<file path="src/rtl/rr_dispatcher.sv">
// rtl/rr_dispatcher.sv - single-slot round-robin dispatcher from one upstream stream to N consumers
module rr_dispatcher #(
  parameter int N = 8,
  parameter int D = 32
) (
  input  logic         i_clk,
  input  logic         i_rst,
  input  logic         i_valid,
  output logic         o_ready,
  input  logic [D-1:0] i_data,
  input  logic [N-1:0] i_en,
  output logic [N-1:0] o_valid,
  input  logic [N-1:0] i_ready,
  output logic [D-1:0] o_data
);

  localparam int W = $clog2(N);
  localparam logic [W:0]   N_W   = (W+1)'(N);
  localparam logic [W-1:0] LAST  = W'(N - 1);

  logic         full_q, full_d;
  logic [D-1:0] data_q, data_d;
  logic [W-1:0] tgt_q, tgt_d;
  logic [W-1:0] ptr_q, ptr_d;

  logic         accept;
  logic         load;
  logic         sel_found;
  logic [W-1:0] sel_idx;
  logic [W:0]   cand;

  assign accept  = full_q && i_ready[tgt_q];
  assign o_ready = !i_rst && (|i_en) && (!full_q || accept);
  assign load    = i_valid && o_ready;
  assign o_data  = data_q;

  // Output valid comes only from registered state, so it never follows i_ready/i_valid.
  always_comb begin
    o_valid = '0;
    if (full_q && !i_rst) begin
      o_valid[tgt_q] = 1'b1;
    end
  end

  // First enabled index at or after ptr, wrapping N-1 to 0.
  always_comb begin
    sel_found = 1'b0;
    sel_idx   = '0;
    cand      = '0;
    for (int i = 0; i < N; i++) begin
      cand = {1'b0, ptr_q} + (W+1)'(i);
      if (cand >= N_W) begin
        cand = cand - N_W;
      end
      if (!sel_found && i_en[cand[W-1:0]]) begin
        sel_found = 1'b1;
        sel_idx   = cand[W-1:0];
      end
    end
  end

  always_comb begin
    full_d = full_q;
    data_d = data_q;
    tgt_d  = tgt_q;
    ptr_d  = ptr_q;
    if (accept) begin
      full_d = 1'b0;
    end
    if (load) begin
      full_d = 1'b1;
      data_d = i_data;
      tgt_d  = sel_idx;
      ptr_d  = (sel_idx == LAST) ? '0 : sel_idx + 1'b1;
    end
  end

  always_ff @(posedge i_clk) begin
    if (i_rst) begin
      full_q <= 1'b0;
      data_q <= '0;
      tgt_q  <= '0;
      ptr_q  <= '0;
    end else begin
      full_q <= full_d;
      data_q <= data_d;
      tgt_q  <= tgt_d;
      ptr_q  <= ptr_d;
    end
  end

endmodule

</file>
<file path="config.mk">
export PLATFORM = sky130hd
export DESIGN_NAME = rr_dispatcher
export DESIGN_NICKNAME = d
export VERILOG_FILES = /design/src/rtl/rr_dispatcher.sv
export SDC_FILE = /design/constraint.sdc
export NUM_CORES = 1
export LEC_CHECK = 0
export BUFFER_PORTS_ARGS = -buffer_cell sky130_fd_sc_hd__clkbuf_2
export CORE_ASPECT_RATIO = 1.4
export CORE_MARGIN = 5
export CORE_UTILIZATION = 55
export CTS_CLUSTER_DIAMETER = 150
export DETAILED_ROUTE_END_ITERATION = 10
export GPL_TIMING_DRIVEN = 0
export PLACE_DENSITY = 0.85
export SETUP_SLACK_MARGIN = 0.4
export SYNTH_ARGS = -nofsm -noshare
export SYNTH_HDL_FRONTEND = slang
export SYNTH_SLANG_ARGS = --single-unit
</file>
<file path="constraint.sdc">
create_clock -name i_clk -period 5.93 [get_ports i_clk]
set_clock_uncertainty 0.1 [all_clocks]
set_input_delay 0.593 -clock i_clk [delete_from_list [all_inputs] [get_ports i_clk]]
set_output_delay 0.593 -clock i_clk [all_outputs]
set_load 0.01 [all_outputs]
</file>
### Word-level counts from Yosys, hierarchy flattened

Cells that the tools add are included.

| cells by class | value |
|---|---|
| reductions and logical operators | 25 |
| $lt $le $gt $ge | 18 |
| $add $sub $neg | 16 |
| muxes and demuxes | 47 |
| eq/ne operators | 1 |

Operator list:

| cell | number |
|---|---|
| 3-bit two-way mux | 17 |
| 3-bit by 4-bit less-than comparator with 1-bit output (second input constant) | 9 |
| 4-bit greater-or-equal comparator (second input constant) | 7 |
| 1-bit binary-select mux with 3-bit select | 9 |
| 3-bit by 1-bit subtractor with 3-bit output (second input constant) | 8 |
| 1-bit two-way mux | 19 |
| 3-bit by 3-bit adder with 4-bit output (second input constant) | 4 |
| 1-bit logical AND | 13 |
| 1-bit logical NOT | 9 |
| 3-bit by 2-bit adder with 4-bit output (second input constant) | 2 |
| 8-bit two-way mux | 1 |
| 8-bit OR reduction | 1 |
| 3-bit by 1-bit adder with 4-bit output (second input constant) | 1 |
| 3-bit by 4-bit greater-or-equal comparator with 1-bit output (second input constant) | 1 |
| 3-bit by 1-bit adder with 3-bit output (second input constant) | 1 |
| 1-bit demux with 3-bit select | 1 |
| 3-bit equality test (second input constant) | 1 |
| 3-bit by 1-bit greater-or-equal comparator with 1-bit output (second input constant) | 1 |
| 2-bit nonzero test | 1 |
| 1-bit logical OR | 1 |

| storage, ports and cells | value |
|---|---|
| output and inout port bits | 41 |
| logic and storage cells | 111 |
| input bits | 51 |
| register bits after elaboration | 39 |

### Longest topological paths before layout

Gate-level depths: netlist of the first run.

| logic depth | value |
|---|---|
| word-level depth | 28 |
| gate-level depth with buffers | 15 |
| mapped depth without buffers | 12 |

### Worst setup path after synthesis of the first run

Ideal clock, no wire load.

| timing path | value |
|---|---|
| kind | flip-flop to flip-flop |
| start | register ptr_q[1] |
| end | register ptr_q[0] |
| path buffers | 3 |
| arrival | 3.682 ns |
| slack | 2.089 ns |
| cell stages (with the launch flop) | 16 |
| setup time | 0.058 ns |
| required time | 5.772 ns |
| clock period less this slack | 3.841 ns |
| cell sequence | dfxtp_1 > buf_2 > buf_2 > inv_1 > ha_1 > buf_6 > mux4_1 > mux2i_1 > a32oi_4 > or4bb_1 > o221ai_2 > nand2_1 > ha_1 > ha_1 > a2111oi_0 > a211o_1 |

| between the ends | value |
|---|---|
| cells in the longest elaborated chain, start to end | 28 |
| elaborated cells on any way between the ends | 79 |
| classes of those cells | 16 x add/sub; 8 x order compare; 1 x eq/ne; 40 x mux; 14 x reduce/logical |

Ends and longest elaborated chain:

| element | RTL line | source |
|---|---|---|
| start: declaration | 24 | `logic [W-1:0] ptr_q, ptr_d;` |
| start signal: assignment | 88 | `ptr_q <= ptr_d;` |
| parallel branches: the longest is 25 deep, another holds 3-bit by 1-bit adder with 4-bit output | - |  |
| 3-bit two-way mux * | 55 | `if (!sel_found && i_en[cand[W-1:0]]) begin` |
| via sel_idx[1] | 29 | `logic [W-1:0] sel_idx;` |
| 3-bit equality test * | 74 | `ptr_d = (sel_idx == LAST) ? '0 : sel_idx + 1'b1;` |
| 3-bit two-way mux * | 74 |  |

Mark *: on every way through the listed nets, which the timed path passes. The select of a mux whose other input is x is not followed.
A chain may end at the register's enable or synchronous reset.

### Worst setup path after layout of the first run

Ends and elaborated chain as after synthesis.

==> run metrics, run 1 <==
status=completed; Layout Nets=slightly above 400; Die ar.=~6500 sq um; max-slew violation count=0; Clock Latency Late Sink=290 ps; antenna fix cells=0; Hold Startpoint=o_data[20]$_SDFFE_PP0P_; Hold Crit Class=flip-flop to flip-flop; synthesized flop and latch total=39; startpoint types=flip-flop; final wirelength=a little over 7 mm; DRT antenna net count=0; Final Hold Vio Count=0; WL per Instance=17.2 microns; root buffer cell=clkbuf_8; Static Leak=roughly 1.5 nW; Top FF cell, synth=dfxtp_1; # clock sinks=39; Final GP Congestion=0.900; grt total ovfl=0; CP max-delay cell=mux4_1; CTS Buf Count=5; Die X-Extent=69.5 microns; sequential share of the synthesized area=0.287; Hold Path Stages=2; CTS Hold Bufs=0; setup TNS=0 ps; CTS-repair resized insts=0; cell area after synthesis=2720 sq um; MaxCap Viol Count=0; FILL cells=354; CP Capture Type=flip-flop; Synth cell types=57; final worst-path cycle share=0.741; Crit Path Max Fanout=10; top cell type's share of synthesized area=0.287; die height=93.3 microns; syn_nets=314; dominant cell type by area after synthesis=dfxtp_1; most used cell, CP=ha_1; FF-to-FF path depth=15; pre-CTS WS=about 1600 ps; PwrDens=388 nW/um^2; post-route minimum period=between 4000 and 5000 ps; worst vdd ir=256 uV; Remaining DRCs=0; EDFF count, synth=0; vias=2441; Crit path required time=6060 ps; Worst Path Arrival=roughly 4500 ps; Mean Syn Cell Area=between 10 and 15 sq um; Via density=approximately 5.8; Row Count=30; clk buf depth=2; largest net degree at the start of global routing=13; Slew headroom=0.586; Async S/R FF share, synth=0; core area=4840 sq um; Crit Reg-Reg Startpoint=ptr_q[1]$_SDFFE_PP0P_; port bufs=90; CTS tree=yes; I/O Pins=a little over 90; Synth area leaders=dfxtp_1 29%, mux2i_1 16%, mux4_2 9.1%; R2R Path End=ptr_q[0]$_SDFFE_PP0P_; drt first pass iters=4; RSZ-0062 raised after global routing=false; Hold Path End=o_data[20]$_SDFFE_PP0P_; postcts setup bufs=0; first-pass GRT wire length=about 12 mm; Fmax=about 0.23 GHz; First DRT Iteration DRCs=~180; htree depth=2; vias in the first global route=around 2.6k; final setup fails=0; critical path class=flip-flop to flip-flop; GRT Total Usage=0.225; Synth-to-Final Area Change=23.8%; crit-path cells=buf_2 > buf_2 > inv_1 > ha_1 > buf_6 > mux4_1 > mux2i_1 > a32oi_4 > or4bb_1 > o221ai_2 > nand2_1 > ha_1 > ha_1 > a2111oi_0 > a211o_1; slowest stage delay, CP=between 500 and 600 ps; post-synthesis cell count=around 260; layout cells sized above 1=0.401; Ys Warns=0; worst reg-to-reg setup slack=about 1500 ps; worst-margin pin slew=between 600 and 700 ps; worst setup margin=1530 ps; DPL Wire Length=about 5.7 mm; initial antenna violation count=0; Initial Util=0.562; Worst-path clk slew=approximately 70 ps
## sequential cells by signal (all words and copies together), names as in the netlist
signal,count
ptr_q,3
o_data,32
full_q,1
tgt_q,3
## critical path: cells and delay by family (launching register included)
family	cells	cell delay [ps]
buffers and inverters	4	880
multiplexers	2	830
flip-flops	1	330
AO/OA/AOI/OAI	4	750
AND/OR/NAND/NOR	2	610
adder cells (fa/ha/maj)	3	810
## worst max-delay path by stage
| stage | startpoint | endpoint | slack, ps | depth (start not counted) |
|---|---|---|---|---|
| global placement | ptr_q[1]$_SDFFE_PP0P_ | ptr_q[0]$_SDFFE_PP0P_ | 1720 | 15 |
| CTS | ptr_q[1]$_SDFFE_PP0P_ | ptr_q[0]$_SDFFE_PP0P_ | 1550 | 15 |
| global route | ptr_q[1]$_SDFFE_PP0P_ | ptr_q[0]$_SDFFE_PP0P_ | 1290 | 15 |
| floorplan | ptr_q[1]$_SDFFE_PP0P_ | ptr_q[0]$_SDFFE_PP0P_ | 2090 | 15 |
| detailed placement | ptr_q[1]$_SDFFE_PP0P_ | ptr_q[0]$_SDFFE_PP0P_ | 1570 | 15 |
| finish | ptr_q[1]$_SDFFE_PP0P_ | ptr_q[0]$_SDFFE_PP0P_ | 1530 | 15 |
## cells in the final DEF (no fill, tap or decap), types with 5 or more instances in the layout
| master | count |
|---|---|
| dfxtp_1 | 39 |
| mux2i_1 | 43 |
| nor3_1 | 5 |
| nor2_1 | 49 |
| mux4_1 | 7 |
| clkbuf_2 | 91 |
| a21oi_1 | 7 |
| nand2_1 | 9 |
| inv_1 | 6 |
| buf_6 | 6 |
| mux4_2 | 11 |
| clkbuf_8 | 8 |
## area by class of cell
class                   count  area [sq um]  area share
multi-input cells         196          1770       0.525
flip-flops and latches     39           781       0.232
repair buffers             90           450       0.134
plain buffers              17           148      0.0438
clock buffers               6          82.6      0.0245
well taps                  64          80.1      0.0238
clock inverters             2          35.0      0.0104
inverters                   7          26.3     0.00780
## cells in the mapped netlist, types with 4 or more instances
cell,n
mux4_1,7
nor3_1,5
a22oi_1,4
ha_1,4
mux2i_1,43
mux4_2,11
clkbuf_1,4
buf_6,6
nor2_1,49
nand2_1,9
dfxtp_1,39
a21oi_1,7
inv_1,6
## per-layer routing
metal	GRT usage	routed length, microns	vias up
met5	0	0	-
met4	0.135	287	0
met3	0.0538	456	24
met2	0.421	3930	111
met1	0.222	2570	1140
li1	-	-	1166
## where the power goes
group	leakage [nW]	switching (mW)	total, mW	internal [mW]
clock network	0.0612	0.0884	0.224	0.136
registers	0.319	0.0276	0.315	0.288
logic	1.11	0.415	0.769	0.354
## cells by family (layout without fill, tap and decap cells)
group,after synthesis,after routing,share of synthesized area
buffers and inverters,24,122,0.0639
and+or+nand+nor,87,87,0.160
muxes,65,65,0.341
AOI/OAI and AO/OA,37,37,0.118
xor gates and xnor gates,3,3,0.0124
adders and majority gates,4,4,0.0184
DFF,39,39,0.287
## stage by stage
stage / area (sq um) / hold slack, ps / utilization / total power [mW] / cells
after floorplan: 2720 / 362 / - / 0.912 / 259
after global placement: 3250 / 371 / 0.672 / 1.05 / 413
after detailed placement: 3250 / 383 / 0.672 / 1.07 / 413
after CTS: 3370 / 399 / 0.696 / 1.30 / 421
after global routing: 3370 / 433 / 0.696 / 1.39 / 421
final: 3370 / 396 / 0.696 / 1.31 / 421
(Power assumes the default switching activity.)
==> run 2: changes to the inputs <==
--- a/config.mk
+++ b/config.mk
@@ -8,11 +8,11 @@
 export BUFFER_PORTS_ARGS = -buffer_cell sky130_fd_sc_hd__clkbuf_2
 export CORE_ASPECT_RATIO = 1.4
 export CORE_MARGIN = 5
-export CORE_UTILIZATION = 55
+export CORE_UTILIZATION = 51
 export CTS_CLUSTER_DIAMETER = 150
 export DETAILED_ROUTE_END_ITERATION = 10
 export GPL_TIMING_DRIVEN = 0
-export PLACE_DENSITY = 0.85
+export PLACE_DENSITY = 0.8
 export SETUP_SLACK_MARGIN = 0.4
 export SYNTH_ARGS = -nofsm -noshare
 export SYNTH_HDL_FRONTEND = slang
==> constraint.sdc (replaced) <==
create_clock -name i_clk -period 4.1 [get_ports i_clk]
set_clock_uncertainty 0.1 [all_clocks]
set_input_delay 0.41 -clock i_clk [delete_from_list [all_inputs] [get_ports i_clk]]
set_output_delay 0.41 -clock i_clk [all_outputs]
set_load 0.01 [all_outputs]
==> run metrics, run 2 (synthesis gave the netlist of run 1 again) <==
most common cell after layout, fill and taps aside=clkbuf_2 (unchanged); layout cells sized above 1=0.455 (was 0.401); htree depth=2 (unchanged); vias=2527 (was 2441); # clock sinks=39 (unchanged); port bufs=90 (unchanged); first-pass GRT wire length=11.7 mm (was 11.8 mm); DPL Wire Length=5.72 mm (was 5.65 mm); Clock Latency Late Sink=280 ps (was 290 ps); GRT Total Usage=0.211 (was 0.225); core area=5200 sq um (was 4840 sq um); Die X-Extent=71.8 microns (was 69.5 microns); CTS Buf Count=5 (unchanged); RSZ-0062 raised after global routing=false (unchanged); Crit Path Max Fanout=5 (was 10); largest net degree at the start of global routing=13 (unchanged); root buffer cell=clkbuf_8 (unchanged); critical path class=flip-flop to flip-flop (unchanged); DRT antenna net count=0 (unchanged); Worst Path Arrival=3770 ps (was 4530 ps); post-route minimum period=3640 ps (was 4400 ps); Finished Cell Area=3600 sq um (was 3370 sq um); most frequent cells in the layout=91 x clkbuf_2, 49 x nor2_1, 38 x mux2i_1 (was 91 x clkbuf_2, 49 x nor2_1, 43 x mux2i_1); antenna fix cells=0 (unchanged); pre-CTS WS=-30.8 ps (was 1570 ps); Crit path required time=4220 ps (was 6060 ps); First DRT Iteration DRCs=158 (was 176); Fmax=0.274 GHz (was 0.228 GHz); startpoint types=flip-flop (unchanged); max-slew violation count=0 (unchanged); Hold Crit Class=input port to flip-flop (was flip-flop to flip-flop); Final GP Congestion=0.859 (was 0.900); Layout Nets=423 (was 411); final wirelength=7.49 mm (was 7.25 mm); max FFs per register=32 (unchanged); final setup fails=0 (unchanged); Hold WS=258 ps (was 396 ps); metal3 WL=367 microns (was 456 microns); setup TNS=0 ps (unchanged); Static Leak=1.56 nW (was 1.49 nW); top routing layer in use=met4 (unchanged); slowest stage delay, CP=610 ps (was 570 ps); Via density=5.81 (was 5.80); CP Capture Type=flip-flop (unchanged); Placed Area=3270 sq um (was 3250 sq um); vias in the first global route=2618 (was 2625); Row Count=31 (was 30); status=completed (unchanged); worst-margin pin slew=563 ps (was 615 ps); MaxCap Viol Count=0 (unchanged); CTS tree=yes (unchanged); PwrDens=588 nW/um^2 (was 388 nW/um^2); drt first pass iters=5 (was 4); Remaining DRCs=0 (unchanged); initial antenna violation count=0 (unchanged); CP max-delay cell=mux4_2 (was mux4_1); grt total ovfl=0 (unchanged); crit-path cells=buf_6 > buf_8 > clkinvlp_4 > ha_4 > mux4_2 > a21oi_4 > a32oi_4 > or4bb_1 > o221ai_2 > nand2_1 > ha_2 > ha_4 > a2111oi_4 > a211o_1 (was buf_2 > buf_2 > inv_1 > ha_1 > buf_6 > mux4_1 > mux2i_1 > a32oi_4 > or4bb_1 > o221ai_2 > nand2_1 > ha_1 > ha_1 > a2111oi_0 > a211o_1); most used cell, CP=ha_4 (was ha_1); I/O Pins=92 (unchanged); Final Hold Vio Count=0 (unchanged); fin util=0.693 (was 0.696); die height=96.5 microns (was 93.3 microns); Initial Util=0.524 (was 0.562); Met1 Wirelength=2.68 mm (was 2.57 mm); Die ar.=6920 sq um (was 6480 sq um); WL per Instance=17.2 microns (about the same); Worst-path clk slew=80 ps (was 70 ps); clk buf depth=2 (unchanged); worst vdd ir=352 uV (was 256 uV); routed length on met2=4.26 mm (was 3.93 mm); Synth-to-Final Area Change=32.3% (was 23.8%); Slew headroom=0.621 (was 0.586); final worst-path cycle share=0.889 (was 0.741); worst setup margin=457 ps (was 1530 ps)
==> run 2: cell count changes in the layout (fill, tap and decap cells not counted), moves of 3 or more <==
cell,delta
buf_4,+12
mux2i_1,-5
ha_1,-3
mux2i_2,+3
==> run 2: final timing paths <==
check        cells past startpoint  slack [ps]                    start                      end
max                             14         460    ptr_q[1]$_SDFFE_PP0P_    ptr_q[0]$_SDFFE_PP0P_
min                              3         260                i_data[2]   o_data[2]$_SDFFE_PP0P_
max reg2reg                     14         460    ptr_q[1]$_SDFFE_PP0P_    ptr_q[0]$_SDFFE_PP0P_
min reg2reg                      2         390  o_data[15]$_SDFFE_PP0P_  o_data[15]$_SDFFE_PP0P_
==> run 2: worst max-delay path, delay by kind of cell, from the launching register on <==
family          cells  cell delay [ps]
compound gates      5              870
fa+ha+maj           3              690
simple gates        2              640
mux                 1              610
flops               1              350
buf+inv             3              330
==> run 2: through the flow <==
| stage | power [mW] | std cells |
|---|---|---|
| after CTS | 1.98 | 427 |
| final | 2.12 | 435 |
| after global routing | 2.24 | 435 |
| after detailed placement | 1.58 | 415 |
| after floorplan | 1.33 | 259 |
| after global placement | 1.54 | 415 |
==> run 2: power by group <==
part	leakage [nW]	switching [mW]	internal, mW	total, mW
combinational	1.18	0.677	0.652	1.33
sequential	0.320	0.0426	0.419	0.461
clock	0.0612	0.130	0.197	0.327
==> run 2: what timing repair did <==
item	CTS	global route
hold buffers	0	0
setup endpoints to repair	3	3
buffers inserted	4	8
pin swaps	3	7
resized for setup	16	13
==> run 2: final cells by class <==
class | instances | area, sq um
buffer | 17 | 181
timing repair buffer | 102 | 541
fill | 402 | 1600
inverter | 7 | 32.5
clock inverter | 2 | 35.0
clock buffer | 6 | 82.6
multi-input combinational | 196 | 1860
tap | 66 | 82.6
sequential | 39 | 786
==> run 2: per-layer routing <==
| metal | track usage | vias up |
|---|---|---|
| met3 | 0.0404 | 16 |
| met1 | 0.213 | 1226 |
| met5 | 0 | - |
| met4 | 0.108 | 0 |
| li1 | - | 1191 |
| met2 | 0.405 | 94 |
